[src/rtl/vram_dma_pkg.sv]
// vram_dma_pkg: shared parameters for the VRAM DMA engine.
//   - default VRAM / source address widths
//   - CPU register map indices (cfg_addr values)
//   - CTRL register bit positions
//   - FSM state encoding
package vram_dma_pkg;

  localparam int VRAM_ADDR_WIDTH_DEF = 12;
  localparam int SRC_ADDR_WIDTH_DEF  = 16;
  localparam int LEN_WIDTH           = 16;

  // cfg_addr register indices
  localparam logic [2:0] REG_SRC_LO = 3'd0;
  localparam logic [2:0] REG_SRC_HI = 3'd1;
  localparam logic [2:0] REG_DST_LO = 3'd2;
  localparam logic [2:0] REG_DST_HI = 3'd3;
  localparam logic [2:0] REG_LEN_LO = 3'd4;
  localparam logic [2:0] REG_LEN_HI = 3'd5;
  localparam logic [2:0] REG_CTRL   = 3'd6;

  // CTRL bit positions (strobes, not stored)
  localparam int CTRL_START   = 0;
  localparam int CTRL_ABORT   = 1;
  localparam int CTRL_IRQ_CLR = 2;

  typedef enum logic [1:0] {
    ST_IDLE  = 2'd0,
    ST_READ  = 2'd1,
    ST_WRITE = 2'd2,
    ST_WAIT  = 2'd3
  } dma_state_e;

endpackage

[src/rtl/vram_dma.sv]
// vram_dma: copies LEN bytes from CPU-space source memory into GPU VRAM,
// writing VRAM only while the GPU reports it writable (vertical blank).
//
// Ports:
//   clk, rst          clock, synchronous active-low reset
//   cfg_we/addr/wdata CPU register writes (SRC, DST, LEN, CTRL)
//   src_addr, src_rd  source read request (registered)
//   src_rdata         source data, valid the cycle after src_rd
//   writable          1 while VRAM may be written
//   vram_addr/wdata/we VRAM write port (registered, 1-cycle strobe per byte)
//   busy              transfer in progress
//   done_irq          sticky completion flag, cleared by CTRL IRQ_CLR
//   dbg_state         current FSM state
//
// Source interface: there is no ready/valid pair; src_rd is a request
// strobe and the source must present src_rdata exactly one cycle later,
// which is the cycle the FSM spends in WRITE.
module vram_dma
  import vram_dma_pkg::*;
#(
  parameter int VRAM_ADDR_WIDTH = VRAM_ADDR_WIDTH_DEF,
  parameter int SRC_ADDR_WIDTH  = SRC_ADDR_WIDTH_DEF
) (
  input  logic                       clk,
  input  logic                       rst,
  input  logic                       cfg_we,
  input  logic [2:0]                 cfg_addr,
  input  logic [7:0]                 cfg_wdata,
  output logic [SRC_ADDR_WIDTH-1:0]  src_addr,
  output logic                       src_rd,
  input  logic [7:0]                 src_rdata,
  input  logic                       writable,
  output logic [VRAM_ADDR_WIDTH-1:0] vram_addr,
  output logic [7:0]                 vram_wdata,
  output logic                       vram_we,
  output logic                       busy,
  output logic                       done_irq,
  output dma_state_e                 dbg_state
);

  dma_state_e state;

  // CPU-visible configuration (16-bit, truncated to the address widths)
  logic [15:0]          src_reg;
  logic [15:0]          dst_reg;
  logic [LEN_WIDTH-1:0] len_reg;

  // Working copies advanced as bytes are written
  logic [SRC_ADDR_WIDTH-1:0]  cur_src;
  logic [VRAM_ADDR_WIDTH-1:0] cur_dst;
  logic [LEN_WIDTH-1:0]       rem;
  logic [7:0]                 hold;

  logic       ctrl_wr;
  logic       start_req;
  logic       abort_req;
  logic       irq_clr;
  logic       write_fire;
  logic       last_byte;
  logic       set_done;
  logic [7:0] write_byte;

  always_comb begin
    ctrl_wr    = cfg_we && (cfg_addr == REG_CTRL);
    // ABORT in the same CTRL write as START cancels the start
    start_req  = ctrl_wr && cfg_wdata[CTRL_START] && !cfg_wdata[CTRL_ABORT] && !busy;
    abort_req  = ctrl_wr && cfg_wdata[CTRL_ABORT] && busy;
    irq_clr    = ctrl_wr && cfg_wdata[CTRL_IRQ_CLR];
    write_fire = ((state == ST_WRITE) || (state == ST_WAIT)) && writable;
    // In WRITE the byte is still on src_rdata; in WAIT it sits in hold
    write_byte = (state == ST_WRITE) ? src_rdata : hold;
    last_byte  = (rem == 16'd1);
    // A write coinciding with ABORT still lands, but never completes the job
    set_done   = (start_req && (len_reg == '0)) ||
                 (write_fire && last_byte && !abort_req);
  end

  assign dbg_state = state;

  always_ff @(posedge clk) begin
    if (!rst) begin
      state      <= ST_IDLE;
      busy       <= 1'b0;
      done_irq   <= 1'b0;
      src_rd     <= 1'b0;
      src_addr   <= '0;
      vram_we    <= 1'b0;
      vram_addr  <= '0;
      vram_wdata <= '0;
      src_reg    <= '0;
      dst_reg    <= '0;
      len_reg    <= '0;
      cur_src    <= '0;
      cur_dst    <= '0;
      rem        <= '0;
      hold       <= '0;
    end else begin
      src_rd  <= 1'b0;
      vram_we <= 1'b0;

      if (cfg_we && !busy) begin
        case (cfg_addr)
          REG_SRC_LO: src_reg[7:0]  <= cfg_wdata;
          REG_SRC_HI: src_reg[15:8] <= cfg_wdata;
          REG_DST_LO: dst_reg[7:0]  <= cfg_wdata;
          REG_DST_HI: dst_reg[15:8] <= cfg_wdata;
          REG_LEN_LO: len_reg[7:0]  <= cfg_wdata;
          REG_LEN_HI: len_reg[15:8] <= cfg_wdata;
          default: ;
        endcase
      end

      // Set wins over clear
      if (set_done) begin
        done_irq <= 1'b1;
      end else if (irq_clr) begin
        done_irq <= 1'b0;
      end

      case (state)
        ST_IDLE: begin
          if (start_req && (len_reg != '0)) begin
            state    <= ST_READ;
            busy     <= 1'b1;
            cur_src  <= src_reg[SRC_ADDR_WIDTH-1:0];
            cur_dst  <= dst_reg[VRAM_ADDR_WIDTH-1:0];
            rem      <= len_reg;
            // src_rd is registered, so the request is issued on READ entry
            src_rd   <= 1'b1;
            src_addr <= src_reg[SRC_ADDR_WIDTH-1:0];
          end
        end
        ST_READ: begin
          state <= ST_WRITE;
        end
        ST_WRITE, ST_WAIT: begin
          if (state == ST_WRITE) begin
            hold <= src_rdata;
          end
          if (write_fire) begin
            vram_we    <= 1'b1;
            vram_addr  <= cur_dst;
            vram_wdata <= write_byte;
            cur_src    <= cur_src + SRC_ADDR_WIDTH'(1);
            cur_dst    <= cur_dst + VRAM_ADDR_WIDTH'(1);
            rem        <= rem - 16'd1;
            if (last_byte) begin
              state <= ST_IDLE;
              busy  <= 1'b0;
            end else begin
              // Issue the next read right away: 2 cycles per byte
              state    <= ST_READ;
              src_rd   <= 1'b1;
              src_addr <= cur_src + SRC_ADDR_WIDTH'(1);
            end
          end else begin
            state <= ST_WAIT;
          end
        end
        default: state <= ST_IDLE;
      endcase

      // ABORT overrides the next state; any write already decided above stands
      if (abort_req) begin
        state  <= ST_IDLE;
        busy   <= 1'b0;
        src_rd <= 1'b0;
      end
    end
  end

endmodule

[config.mk]
export PLATFORM = sky130hd
export DESIGN_NAME = vram_dma
export DESIGN_NICKNAME = d
export VERILOG_FILES = /design/src/rtl/vram_dma_pkg.sv /design/src/rtl/vram_dma.sv
export SDC_FILE = /design/constraint.sdc
export NUM_CORES = 1
export LEC_CHECK = 0
export CAP_MARGIN = 15
export CORE_ASPECT_RATIO = 1.25
export CORE_UTILIZATION = 35
export DETAILED_ROUTE_END_ITERATION = 8
export SLEW_MARGIN = 10
export SYNTH_ARGS = -nofsm -noshare
export SYNTH_HDL_FRONTEND = slang
export SYNTH_SLANG_ARGS = --single-unit
[constraint.sdc]
create_clock -name clk -period 2 [get_ports clk]
set_input_delay 0.4 -clock clk [delete_from_list [all_inputs] [get_ports clk]]
set_output_delay 0.4 -clock clk [all_outputs]
set_load 0.02 [all_outputs]
==> results of run 1 <==
## Yosys cell counts, types with 3 or more instances
master / instances / share of area, %
o31ai_1: 7 / 0.85
inv_1: 11 / 0.67
o32ai_1: 6 / 0.85
o21a_1: 4 / 0.48
dfxtp_1: 138 / 45
or4_1: 4 / 0.48
a31oi_1: 12 / 1.2
nor2_1: 100 / 6.0
or2_2: 3 / 0.30
clkbuf_1: 40 / 2.4
mux2i_1: 53 / 8.5
a21oi_1: 71 / 5.7
nand2_1: 108 / 6.5
mux2_2: 3 / 0.54
or3_1: 5 / 0.50
xor2_1: 6 / 0.85
o211ai_1: 5 / 0.60
buf_2: 4 / 0.32
nand4_1: 10 / 1.0
ha_1: 4 / 0.81
xnor2_1: 5 / 0.71
a21boi_0: 3 / 0.36
buf_1: 5 / 0.30
nand2b_1: 3 / 0.30
o211a_1: 3 / 0.48
nor4_1: 11 / 1.1
nor3_1: 12 / 0.97
nand3_1: 34 / 2.7
o21ai_0: 26 / 2.1
a211oi_1: 12 / 1.5
## layout make-up
type	count	area, sq um
Clock buffer	19	443
Tap cell	224	280
Sequential cell	138	2760
Clock inverter	13	223
Multi-Input combinational cell	553	3240
Fill cell	1733	9100
Timing Repair Buffer	148	1330
Inverter	13	50.0
## path summary, 6_finish.rpt
path | slack (ps) | endpoint | from
setup reg to reg | 90 | rem[8]$_SDFFE_PN0P_ | rem[1]$_SDFFE_PN0P_
setup / recovery | 80 | busy | busy$_SDFFE_PP0P_
hold reg to reg | 450 | vram_addr[2]$_SDFFE_PN0P_ | vram_addr[2]$_SDFFE_PN0P_
hold / removal | 450 | vram_addr[2]$_SDFFE_PN0P_ | vram_addr[2]$_SDFFE_PN0P_
## worst min-delay path, cell delays in order (launching register included)
cell     delay (ps)
dfxtp_1         300
nand2_1          50
a21oi_1          50
## metrics by stage
stage / setup TNS, ps / instance area (sq um) / util [%] / instances
after floorplan: 0 / 6210 / - / 754
after global placement: -7610 / 7620 / 43.7 / 1076
after detailed placement: -9280 / 7620 / 43.7 / 1076
after CTS: 0 / 8280 / 47.5 / 1108
after global routing: 0 / 8330 / 47.8 / 1108
final: 0 / 8330 / 47.8 / 1108
## report_power, final
part / internal (mW) / switching [mW] / leakage, nW
Combinational: 0.162 / 0.204 / 1.70
Clock: 2.36 / 1.21 / 0.319
Sequential: 2.78 / 0.0195 / 1.11
## repair_timing
item / CTS / global route
endpoints found under the hold margin: 0 / 0
pin swaps: 0 / 1
setup endpoints to repair: 1 / 15
gates resized for setup: 1 / 9
## kinds of logic after synthesis
family	synth area share (%)
XOR/XNOR	1.55
adder cells (fa/ha/maj)	0.806
buffers and inverters	3.91
AO/OA/AOI/OAI	17.5
multiplexers	9.09
AND/OR/NAND/NOR	22.6
flip-flops	44.5
## per-layer routing
metal  vias up  GRT usage, %  part of all wire [%]
li1       2914             -                     -
met1      2702          25.6                    45
met2       147          33.0                    46
met3        42          4.48                   4.6
met4         0          10.9                   3.6
met5         -             0                     0
==> metrics.md, run 1 <==
| Metric | Value |
|---|---|
| Reg2Reg Depth | 7 |
| CP Class | reg2out |
| Crit-path max FO | 7 |
| Via count | roughly 5800 |
| Final Hold Vio Count | 0 |
| Worst min-delay path category | reg2reg |
| Layout Nets | ~900 |
| WP depth | 1 |
| Hold buffer count at cts | 0 |
| Max Clk Rate | 522 MHz |
| PD cells | between 800 and 900 nW/um^2 |
| Std cell rows | 54 |
| Post-synth ARST share | 0% |
| Worst Hold Depth | 2 |
| Startpoint type of the worst setup path | flop |
| Clock period minus worst slack | between 1500 and 2000 ps |
| Req. time, crit path | ~1600 ps |
| Clk_skew | between 8 and 9 ps |
| Clk sinks | 138 |
| Post-Syn Area | a little over 6000 sq um |
| Max cap viols | 0 |
| Fraction of layout cells with a size suffix above 1 | between 10% and 20% |
| Worst path bufs/invs | 1 |
| Clock Latency Late Sink | between 400 and 500 ps |
| Leakage | approximately 3.1 nW |
| Status | completed |
| Most common cell after layout, fill and taps aside | dfxtp_1 |
| Drt total wl | between 15 and 20 mm |
| Worst hold slack | 452 ps |
| Number of synthesized register bits | roughly 140 |
| # IOs | 65 |
| GR Overflow Total | 0 |
| Clock transition at path regs | about 60 ps |
| Die area | between 15000 and 20000 sq um |
| Die Y | roughly 150 microns |
| Root Buffer | clkbuf_16 |
| Crit path capture type | output pin |
| Register area share after synthesis | between 40% and 50% |
| Avg Inst Size Synth | 8.23 sq um |
| Yosys cell types | between 60 and 70 |
| Worst slew pin tran | a little over 500 ps |
| Post-synthesis instance total | around 750 |
| Max clock buf depth | 2 |
| GP Congestion | 0.816 |
| Synth Flop Type | dfxtp_1 |
| Postcts setup bufs | 0 |
| PortBufs | 64 |
| Most frequent cells in the layout | dfxtp_1, nand2_1, nor2_1 |
| Placement Setup Slack | -267 ps |
| Post-synth net total | ~780 |
| Initial antenna violation count | 0 |
| Largest net degree at the start of global routing | 36 |
| Hpwl dp | roughly 12 mm |
| Number of buffers created by CTS | 17 |
| Worst Path Arrival | 1520 ps |
| GRT Overall Usage | 20.5% |
| # setup viols final | 0 |
| Final worst-path setup slack | about 83 ps |
| Fin. max-slew vios | 0 |
| Total power | 6.73 mW |
| Core ar. | about 17000 sq um |
| Ant diodes | 0 |
| Die span in x | between 100 and 150 microns |
| Peak VDD IR | about 0.45 mV |
| First-pass GRT wire length | 28.5 mm |
| RSZ-0062 raised after global routing | false |
| Synth-to-layout area growth | 34.2% |
| Synth warnings | 0 |
| CTS tree | done |
| Antenna Nets Post-Route | 0 |
| Post-synth EDFFs | 0 |
| CP delay by family, top | buffers and inverters |
| Slowest cell delay on critical path | ~650 ps |
| Crit-path slowest cell | clkdlybuf4s50_1 |
| Residual DRC | 0 |
| Vias in the first global route | ~5600 |
| Vias per cell | approximately 5.2 |
| First-pass DRT Iterations | 5 |
| CP cell instances | clkdlybuf4s50_1 |
| H-tree Lvls | 4 |
| Drt wl/cell | 15.9 microns |
| Drt initial violations | 336 |
| Initial core utilization | 35.6% |
| Worst slew margin | around two thirds |
| Fin crit share | 95.9% |
(Power assumes the default switching activity.)
==> run 2: changes to the inputs <==
--- a/config.mk
+++ b/config.mk
@@ -5,6 +5,7 @@
 export SDC_FILE = /design/constraint.sdc
 export NUM_CORES = 1
 export LEC_CHECK = 0
+export ABC_CLOCK_PERIOD_IN_PS = 2000
 export CAP_MARGIN = 15
 export CORE_ASPECT_RATIO = 1.25
 export CORE_UTILIZATION = 35
==> results of run 2 <==
Final layout, timing and power as in run 1 (identical DEF).
